## config.mk

```make
export PLATFORM = sky130hd
export DESIGN_NAME = usb_tx_encoder_flat
export DESIGN_NICKNAME = d
export VERILOG_FILES = /design/src/rtl/usb_tx_encoder_if.sv /design/src/rtl/usb_tx_encoder.sv /design/src/flat_wrapper.sv
export SDC_FILE = /design/constraint.sdc
export NUM_CORES = 1
export LEC_CHECK = 0
export ABC_AREA = 1
export CAP_MARGIN = 20
export CORE_ASPECT_RATIO = 0.75
export CORE_MARGIN = 5
export CORE_UTILIZATION = 60
export DETAILED_ROUTE_END_ITERATION = 8
export DONT_BUFFER_PORTS = 1
export GPL_TIMING_DRIVEN = 0
export PLACE_DENSITY = 0.76
export SYNTH_ARGS = -nofsm -noshare
export SYNTH_HDL_FRONTEND = slang
export SYNTH_SLANG_ARGS = --single-unit
```

## constraint.sdc

```tcl
create_clock -name clk -period 7.6 [get_ports clk]
set_input_delay 0.76 -clock clk [delete_from_list [all_inputs] [get_ports clk]]
set_output_delay 0.76 -clock clk [all_outputs]
set_load 0.01 [all_outputs]
```

## src/rtl/usb_tx_encoder_if.sv

```systemverilog
// usb_tx_encoder_if: packet handshake and full-speed line signals between protocol stage and encoder
interface usb_tx_encoder_if;
  logic [98:0] pkt_in;
  logic pkt_in_avail;
  logic pkt_sent;
  logic busy;
  logic dp_out;
  logic dm_out;
  logic bus_en;
  modport master(output pkt_in, pkt_in_avail, input pkt_sent, busy, dp_out, dm_out, bus_en);
  modport slave(input pkt_in, pkt_in_avail, output pkt_sent, busy, dp_out, dm_out, bus_en);
endinterface

```

## src/rtl/usb_tx_encoder.sv

```systemverilog
// usb_tx_encoder: USB FS packet serialiser (SYNC/PID/payload/CRC, NRZI, EOP); ENC_STUFF_EN enables bit stuffing
module usb_tx_encoder #(
  parameter int EOP_SE0_LEN = 2,
  parameter int STUFF_RUN = 6
) (
  input logic clk,
  input logic rst,
  usb_tx_encoder_if.slave tx
);
  typedef enum logic [2:0] {IDLE, SHIFT, EOP, DONE, REARM} state_t;
  localparam logic [6:0] SE0_N = 7'(EOP_SE0_LEN);
  state_t state_q, state_d;
  logic [98:0] sr_q, sr_d;
  logic [6:0] cnt_q, cnt_d, len_q, len_d, pay_end;
  logic [15:0] crc_q, crc_d;
  logic [1:0] cls;
  logic tok_q, tok_d, lvl_q, lvl_d;
  logic stuff, stuff_next, crc_msb, raw_bit, wire_bit, in_pay, in_crc, last_raw, se0, line;
  assign cls = {tx.pkt_in[89], tx.pkt_in[90]};
  assign pay_end = tok_q ? 7'd27 : 7'd80;
  assign in_pay = cnt_q >= 7'd16 && cnt_q < pay_end;
  assign in_crc = cnt_q >= pay_end;
  assign crc_msb = tok_q ? crc_q[4] : crc_q[15];
  assign raw_bit = in_crc ? ~crc_msb : sr_q[98];
  assign wire_bit = !stuff && raw_bit;
  assign last_raw = cnt_q == len_q - 7'd1;
`ifdef ENC_STUFF_EN
  localparam int SW = $clog2(STUFF_RUN + 1);
  logic [SW-1:0] ones_q, ones_d;
  assign stuff = ones_q == SW'(STUFF_RUN);
  assign ones_d = state_q != SHIFT ? '0 : (wire_bit ? ones_q + 1'b1 : '0);
  assign stuff_next = ones_d == SW'(STUFF_RUN);
  always_ff @(posedge clk) ones_q <= rst ? '0 : ones_d;
`else
  logic unused_stuff_run;
  assign unused_stuff_run = STUFF_RUN != 0;
  assign stuff = 1'b0;
  assign stuff_next = 1'b0;
`endif
  always_ff @(posedge clk) begin
    if (rst) begin
      state_q <= IDLE;
      cnt_q <= '0;
      lvl_q <= 1'b1;
    end else begin
      state_q <= state_d;
      cnt_q <= cnt_d;
      lvl_q <= lvl_d;
    end
    sr_q <= sr_d;
    len_q <= len_d;
    tok_q <= tok_d;
    crc_q <= crc_d;
  end
  always_comb begin
    state_d = state_q;
    sr_d = sr_q;
    cnt_d = cnt_q;
    len_d = len_q;
    tok_d = tok_q;
    crc_d = crc_q;
    lvl_d = lvl_q;
    case (state_q)
      IDLE: if (tx.pkt_in_avail) begin
        state_d = SHIFT;
        sr_d = tx.pkt_in;
        cnt_d = '0;
        tok_d = cls == 2'b01;
        len_d = cls == 2'b01 ? 7'd32 : cls == 2'b11 ? 7'd96 : 7'd16;
        crc_d = '1;
        lvl_d = 1'b1;
      end
      SHIFT: begin
        lvl_d = wire_bit ? lvl_q : ~lvl_q;
        if (!stuff) begin
          sr_d = sr_q << 1;
          cnt_d = cnt_q + 7'd1;
          crc_d = in_pay ? {crc_q[14:0], 1'b0} ^ ((raw_bit ^ crc_msb) ? (tok_q ? 16'h0005 : 16'h8005) : 16'h0000)
                : in_crc ? crc_q << 1 : crc_q;
        end
        // a stuffed bit owed after the final raw bit still goes out before EOP
        if (stuff ? cnt_q == len_q : last_raw && !stuff_next) begin
          state_d = EOP;
          cnt_d = '0;
        end
      end
      EOP: begin
        cnt_d = cnt_q + 7'd1;
        if (cnt_q == SE0_N) state_d = DONE;
      end
      DONE: state_d = REARM;
      REARM: if (!tx.pkt_in_avail) state_d = IDLE;
      default: state_d = IDLE;
    endcase
  end
  always_comb begin
    se0 = state_q == EOP && cnt_q < SE0_N;
    line = state_q == SHIFT ? (wire_bit ? lvl_q : ~lvl_q) : 1'b1;
    tx.busy = state_q != IDLE;
    tx.pkt_sent = state_q == DONE;
    tx.bus_en = state_q == SHIFT || state_q == EOP;
    tx.dp_out = !se0 && line;
    tx.dm_out = !se0 && !line;
  end
endmodule
```

## src/flat_wrapper.sv

```systemverilog
// flat-port wrapper written by rule: the top's interface ports become plain ports
module usb_tx_encoder_flat 
#(
  parameter int EOP_SE0_LEN = 2,
  parameter int STUFF_RUN = 6
)
  (clk, rst, tx_pkt_in, tx_pkt_in_avail, tx_pkt_sent, tx_busy, tx_dp_out, tx_dm_out, tx_bus_en);
  usb_tx_encoder_if tx_i ();
  input logic clk;
  input logic rst;
  input wire logic [$bits(tx_i.pkt_in)-1:0] tx_pkt_in;
  input wire logic [$bits(tx_i.pkt_in_avail)-1:0] tx_pkt_in_avail;
  output wire logic [$bits(tx_i.pkt_sent)-1:0] tx_pkt_sent;
  output wire logic [$bits(tx_i.busy)-1:0] tx_busy;
  output wire logic [$bits(tx_i.dp_out)-1:0] tx_dp_out;
  output wire logic [$bits(tx_i.dm_out)-1:0] tx_dm_out;
  output wire logic [$bits(tx_i.bus_en)-1:0] tx_bus_en;
  assign tx_i.pkt_in = tx_pkt_in;
  assign tx_i.pkt_in_avail = tx_pkt_in_avail;
  assign tx_pkt_sent = tx_i.pkt_sent;
  assign tx_busy = tx_i.busy;
  assign tx_dp_out = tx_i.dp_out;
  assign tx_dm_out = tx_i.dm_out;
  assign tx_bus_en = tx_i.bus_en;
  usb_tx_encoder #(.EOP_SE0_LEN(EOP_SE0_LEN), .STUFF_RUN(STUFF_RUN)) u_core (.clk(clk), .rst(rst), .tx(tx_i));
endmodule
```

# [After elaboration in Yosys (flattened, before gate mapping)]
# Cells that the tools add are included.
[classes] n_addsub=2 n_mul=0 div=0 magnitude_cmp=4 eq_ne=13 shift=0 n_mux=24 n_bitwise=4 reduce_logical=16
[ops] cell="99-bit one-hot mux with 2 select lines" n=1
[ops] cell="99-bit 2-to-1 mux" n=1
[ops] cell="16-bit 2-to-1 mux" n=5
[ops] cell="16-bit one-hot mux with 2 select lines" n=1
[ops] cell="7-bit 2-to-1 mux" n=4
[ops] cell="7-bit one-hot mux with 3 select lines" n=1
[ops] cell="16-bit bitwise XOR" n=1
[ops] cell="3-bit one-hot mux with 5 select lines" n=1
[ops] cell="3-bit 2-to-1 mux" n=4
[ops] cell="7-bit by 1-bit adder with 7-bit output, second input constant" n=1
[ops] cell="7-bit by 2-bit equality test with 1-bit output, second input constant" n=1
[ops] cell="7-bit equality test" n=1
[ops] cell="7-bit by 5-bit greater-or-equal comparator with 1-bit output, second input constant" n=1
[ops] cell="7-bit greater-or-equal comparator" n=1
[ops] cell="7-bit by 2-bit < comparator with 1-bit output, second input constant" n=1
[ops] cell="7-bit < comparator" n=1
[ops] cell="7-bit by 1-bit subtractor with 7-bit output, second input constant" n=1
[ops] cell="3-bit by 2-bit equality test with 1-bit output, second input constant" n=2
[ops] cell="2-bit AND reduction" n=3
[ops] cell="3-bit nonzero test" n=2
[ops] cell="1-bit 2-to-1 mux" n=5
[ops] cell="1-bit logical AND" n=4
[ops] cell="2-bit by 1-bit inequality test with 1-bit output, second input constant" n=2
[ops] cell="2-bit inequality test, second input constant" n=2
[ops] cell="other kinds (14)" n=16
[word_totals] ff_bits=134 latch_bits=0 ramBits=0 romBits=0 output_inout_bits=5 mem_count=0

# [Depth between registers and ports, before layout]
[depth] depth_word=8 ltp_mapped=14 ltp_nobuf=14

# [Worst setup path after synthesis]
# Ideal clock, no wire load.
[synth_timing] path_type="in2reg" start="input port tx_pkt_in_avail" end="register u_core.cnt_q[6]" arrival_time_ns=3.460 required_time_ns=7.488 slack_ns=4.027 path_stages=7 cell_sequence="nand3_2 inv_1 nor2_1 inv_1 a21oi_1 nand2_1 inv_1"
[synth_via] elab_chain_cells=2
[synth_lines] item="start: declaration" line="flat_wrapper.sv:12" source="input wire logic [$bits(tx_i.pkt_in_avail)-1:0] tx_pkt_in_avail;"
[synth_lines] item="2-bit inequality test (no source line)"
[synth_lines] item="2-bit AND reduction (no source line)"
[synth_lines] item="end signal: assignment" line="usb_tx_encoder.sv:47" source="cnt_q <= cnt_d;"
[synth_lines] item="end: declaration" line="usb_tx_encoder.sv:14" source="logic [6:0] cnt_q, cnt_d, len_q, len_d, pay_end;"
# No other way between the ends.
# A chain may end at the register's enable or synchronous reset.

# [Worst setup path after layout]
[layout_timing] start="register u_core.tok_q" end="output port tx_dp_out"
[layout_via] elab_chain_cells=6 elab_cells_between_ends=8
[layout_lines] item="start: declaration" line="usb_tx_encoder.sv:17" source="logic tok_q, tok_d, lvl_q, lvl_d;"
[layout_lines] item="start signal: assignment" line="usb_tx_encoder.sv:52" source="tok_q <= tok_d;"
[layout_lines] item="7-bit 2-to-1 mux / 1-bit 2-to-1 mux (equally long branches)" line="usb_tx_encoder.sv:20, usb_tx_encoder.sv:23"
[layout_lines] item="7-bit greater-or-equal comparator / 1-bit NOT (equally long branches)" line="usb_tx_encoder.sv:22, usb_tx_encoder.sv:24"
[layout_lines] item="1-bit 2-to-1 mux *" line="usb_tx_encoder.sv:24" source="assign raw_bit = in_crc ? ~crc_msb : sr_q[98];"
[layout_lines] item="1-bit 2-to-1 mux * (2 in series)" line="usb_tx_encoder.sv:98" source="line = state_q == SHIFT ? (wire_bit ? lvl_q : ~lvl_q) : 1'b1;"
[layout_lines] item="1-bit logical AND *" line="usb_tx_encoder.sv:102" source="tx.dp_out = !se0 && line;"
[layout_lines] item="end: declaration" line="flat_wrapper.sv:15" source="output wire logic [$bits(tx_i.dp_out)-1:0] tx_dp_out;"
# Mark *: on every way between the ends. The rest lies on a longest branch, timed or not.

==> results.ini <==
[status]
run_status = finished clean

[clock_network]
cts_tree = done
post_cts_setup_bufs = 0
cts-buffers-inserted = 17
cts.path.max_buffers = 2
insertion_delay_ps = 410
clock-sinks = 130
clock_tree.root_cell = sky130_fd_sc_hd__clkbuf_16
cts.reportedPaths.clkPinSlew_ps = 60
post_cts_resize_count = 0
cts_hold_buf = 0
cts.htree.levels = 4

[global_route]
grt_antenna_before_repair = 0
globalRouteOverflowTotal = 0
grt_pass1_vias = 3959
grt_first_pass_wirelength_mm = 18.6
gr-usage-met3_pct = 6.21
groute.layer.met2.usage_pct = 32.8
global_route_layer_with_the_greatest_usage = met2
grt_max_degree = 61
grtUsageTotal_pct = 20.0
gr-usage-met1_pct = 25.7

[floorplan]
ports_placed_on_the_boundary = 107
start_util_pct = 61.3
dieArea_mm2 = 0.0119
fp.dieH_um = 95.8
core-area_mm2 = 0.00962
die_width_um = 124
row_count = 31

[yosys]
synth_area_leader_cell = sky130_fd_sc_hd__edfxtp_1
synth_largest_type_area_fraction_pct = 60.6
synth_top_cells_by_area = sky130_fd_sc_hd__edfxtp_1 61%, sky130_fd_sc_hd__nand2_1 21%, sky130_fd_sc_hd__dfxtp_1 3.7%
post_synth_and_or_nand_nor_area_fraction_pct = 27.6
seq_area_frac_synth_pct = 64.4
async_flop_share_pct = 0
yosys_most_used_dff = sky130_fd_sc_hd__edfxtp_1
synth.mux.area_fraction_pct = 0
synth_xor_area_share_pct = 0.743
netlist-cell-type-count = 29
post_synth_fa_ha_maj_area_fraction_pct = 1.49
synth_top_family_by_area = simple AND/OR/NAND/NOR gates
netlist_instances = 613
complex_gate_fraction_of_the_synthesized_area_pct = 1.34
seq_cells_post_synth = 130
ys_warn_count = 0
avgSynthCellArea_um2 = 9.61
syn-cell-area_mm2 = 0.00589
post_synth_net_total = 722
synth_enable_flop_cells = 119

[sta]
maxSlewHeadroom_pct = 37.3
period_needed_ps = 3050
finalMaxSlewViolations = 0
final_critical_path_setup_slack_ps = 4550
hold_violations = 0
timing.fmax_ghz = 0.328
hold-worst-slack_ps = 422
totalNegativeSetupSlack_ps = 0
grt_setup_unrepaired = false
worst_clock_skew_ps = 6.66
min_period_over_period_pct = 40.1
worst_pin_slew_ps = 938
timing.final.setup_violations = 0

[pwr]
power_density_mw_per_mm2 = 468
p_leak_uw = 0.00296
ir_drop_uv = 293

[route]
route.detailed.wl_per_inst_um = 14.9
route.detailed.drc = 0
route.antenna.remaining_nets = 0
drt_iter0_markers = 256
number_of_iterations_in_the_first_detailed_routing_pass = 5
wirelength_mm = 11.6
vias = 3951
route.detailed.vias_per_inst = 5.08

[placed_design]
port_buffers = 0
globalplace.congestion = 0.832
pre_cts_ws_ps = 5080
hpwl_mm = 7.93

[worst_hold_path]
hold_path_start = rst
hp-class = primary input to flop

[finish]
n_antenna_cell = 0
num-nets-final = 742
syn2layout_area_growth_pct = 14.3
fraction_of_layout_cells_with_a_size_suffix_above_1_pct = 12.4
most-common-layout-cells = 329 x sky130_fd_sc_hd__nand2_1, 119 x sky130_fd_sc_hd__edfxtp_1, 36 x sky130_fd_sc_hd__inv_1
final_common_cell = sky130_fd_sc_hd__nand2_1

[worst_setup_path]
critPathRequiredTime_ps = 6840
worst_reg2reg_path_startpoint = u_core.tok_q
worstPathArrival_ps = 2290
cp-start-kind = flop
worst-setup-path-type = flop to output port
end_kind = output port
setup.worst_path.start = u_core.tok_q
crit_path_max_fanout = 5

[run]
cap_viol_max_count = 0

[path summary, 6_finish.rpt]
| path | end | slack (ps) | cells after the start |
|---|---|---|---|
| min | u_core.state_q[2] | 420 | 1 |
| max | tx_dp_out | 4550 | 12 |
| min reg2reg | u_core.cnt_q[0] | 490 | 2 |
| max reg2reg | u_core.crc_q[0] | 5170 | 8 |
[cells in the mapped netlist (4+ instances only)]
library cell,number
sky130_fd_sc_hd__a21oi_1,5
sky130_fd_sc_hd__buf_2,16
sky130_fd_sc_hd__clkbuf_1,7
sky130_fd_sc_hd__dfxtp_1,11
sky130_fd_sc_hd__edfxtp_1,119
sky130_fd_sc_hd__ha_1,7
sky130_fd_sc_hd__inv_1,37
sky130_fd_sc_hd__nand2_1,329
sky130_fd_sc_hd__nand2_2,4
sky130_fd_sc_hd__nand3_1,14
sky130_fd_sc_hd__nor2_1,16
sky130_fd_sc_hd__o21ai_0,5
sky130_fd_sc_hd__or2_2,13
sky130_fd_sc_hd__xnor2_1,4
[logic make-up after synthesis]
group / count (synthesis)
AO/OA/AOI/OAI: 14
XOR/XNOR: 5
adder cells (fa/ha/maj): 7
buffers and inverters: 63
flip-flops: 130
AND/OR/NAND/NOR: 394
[sequential cells by signal, summed over array words and instances, names as in the netlist]
register	cells
u_core.sr_q	99
u_core.crc_q	16
u_core.cnt_q	7
u_core.len_q	3
u_core.state_q	3
u_core.lvl_q	1
u_core.tok_q	1
[critical path, cell delays in order, from the launching register on]
cell and delay (ps):
sky130_fd_sc_hd__edfxtp_1 450, sky130_fd_sc_hd__inv_1 140, sky130_fd_sc_hd__ha_1 290, sky130_fd_sc_hd__nand2_1 50, sky130_fd_sc_hd__nor2_1 150, sky130_fd_sc_hd__nand2_1 130
sky130_fd_sc_hd__nand3_2 110, sky130_fd_sc_hd__inv_2 60, sky130_fd_sc_hd__nand2_1 110, sky130_fd_sc_hd__nand3_1 130, sky130_fd_sc_hd__nand3_2 130, sky130_fd_sc_hd__nand2_1 60
sky130_fd_sc_hd__inv_1 90
[metrics by stage]
stage / cells / area [um^2] / util, % / power, uW
global placement: 745 / 6060 / 63.0 / 2250
floorplan: 613 / 5890 / - / 2060
global route: 778 / 6740 / 70.0 / 3360
detailed placement: 746 / 6090 / 63.4 / 2290
CTS: 778 / 6740 / 70.0 / 3180
finish: 778 / 6740 / 70.0 / 3150
[cell type report]
class                      instances  area [um^2]
tap                              132          165
fill                             732         2880
clock inverter                    15          215
timing repair buffer               1         27.5
buffer                            24          114
sequential                       130         3790
inverter                          39          149
clock buffer                      17          425
multi-input combinational        420         1850
[report_power, final]
group          switching, uW  internal [uW]  total [uW]
combinational            650            250         900
sequential              97.1           1280        1380
clock                    296            579         874
[per-layer routing]
| metal | wire length [um] | vias to the layer above |
|---|---|---|
| met5 | 0 | - |
| met4 | 137 | 0 |
| met3 | 800 | 16 |
| met2 | 5500 | 130 |
| met1 | 5120 | 1796 |
| li1 | - | 2009 |
Note: power is estimated with default switching activity, not from simulation.
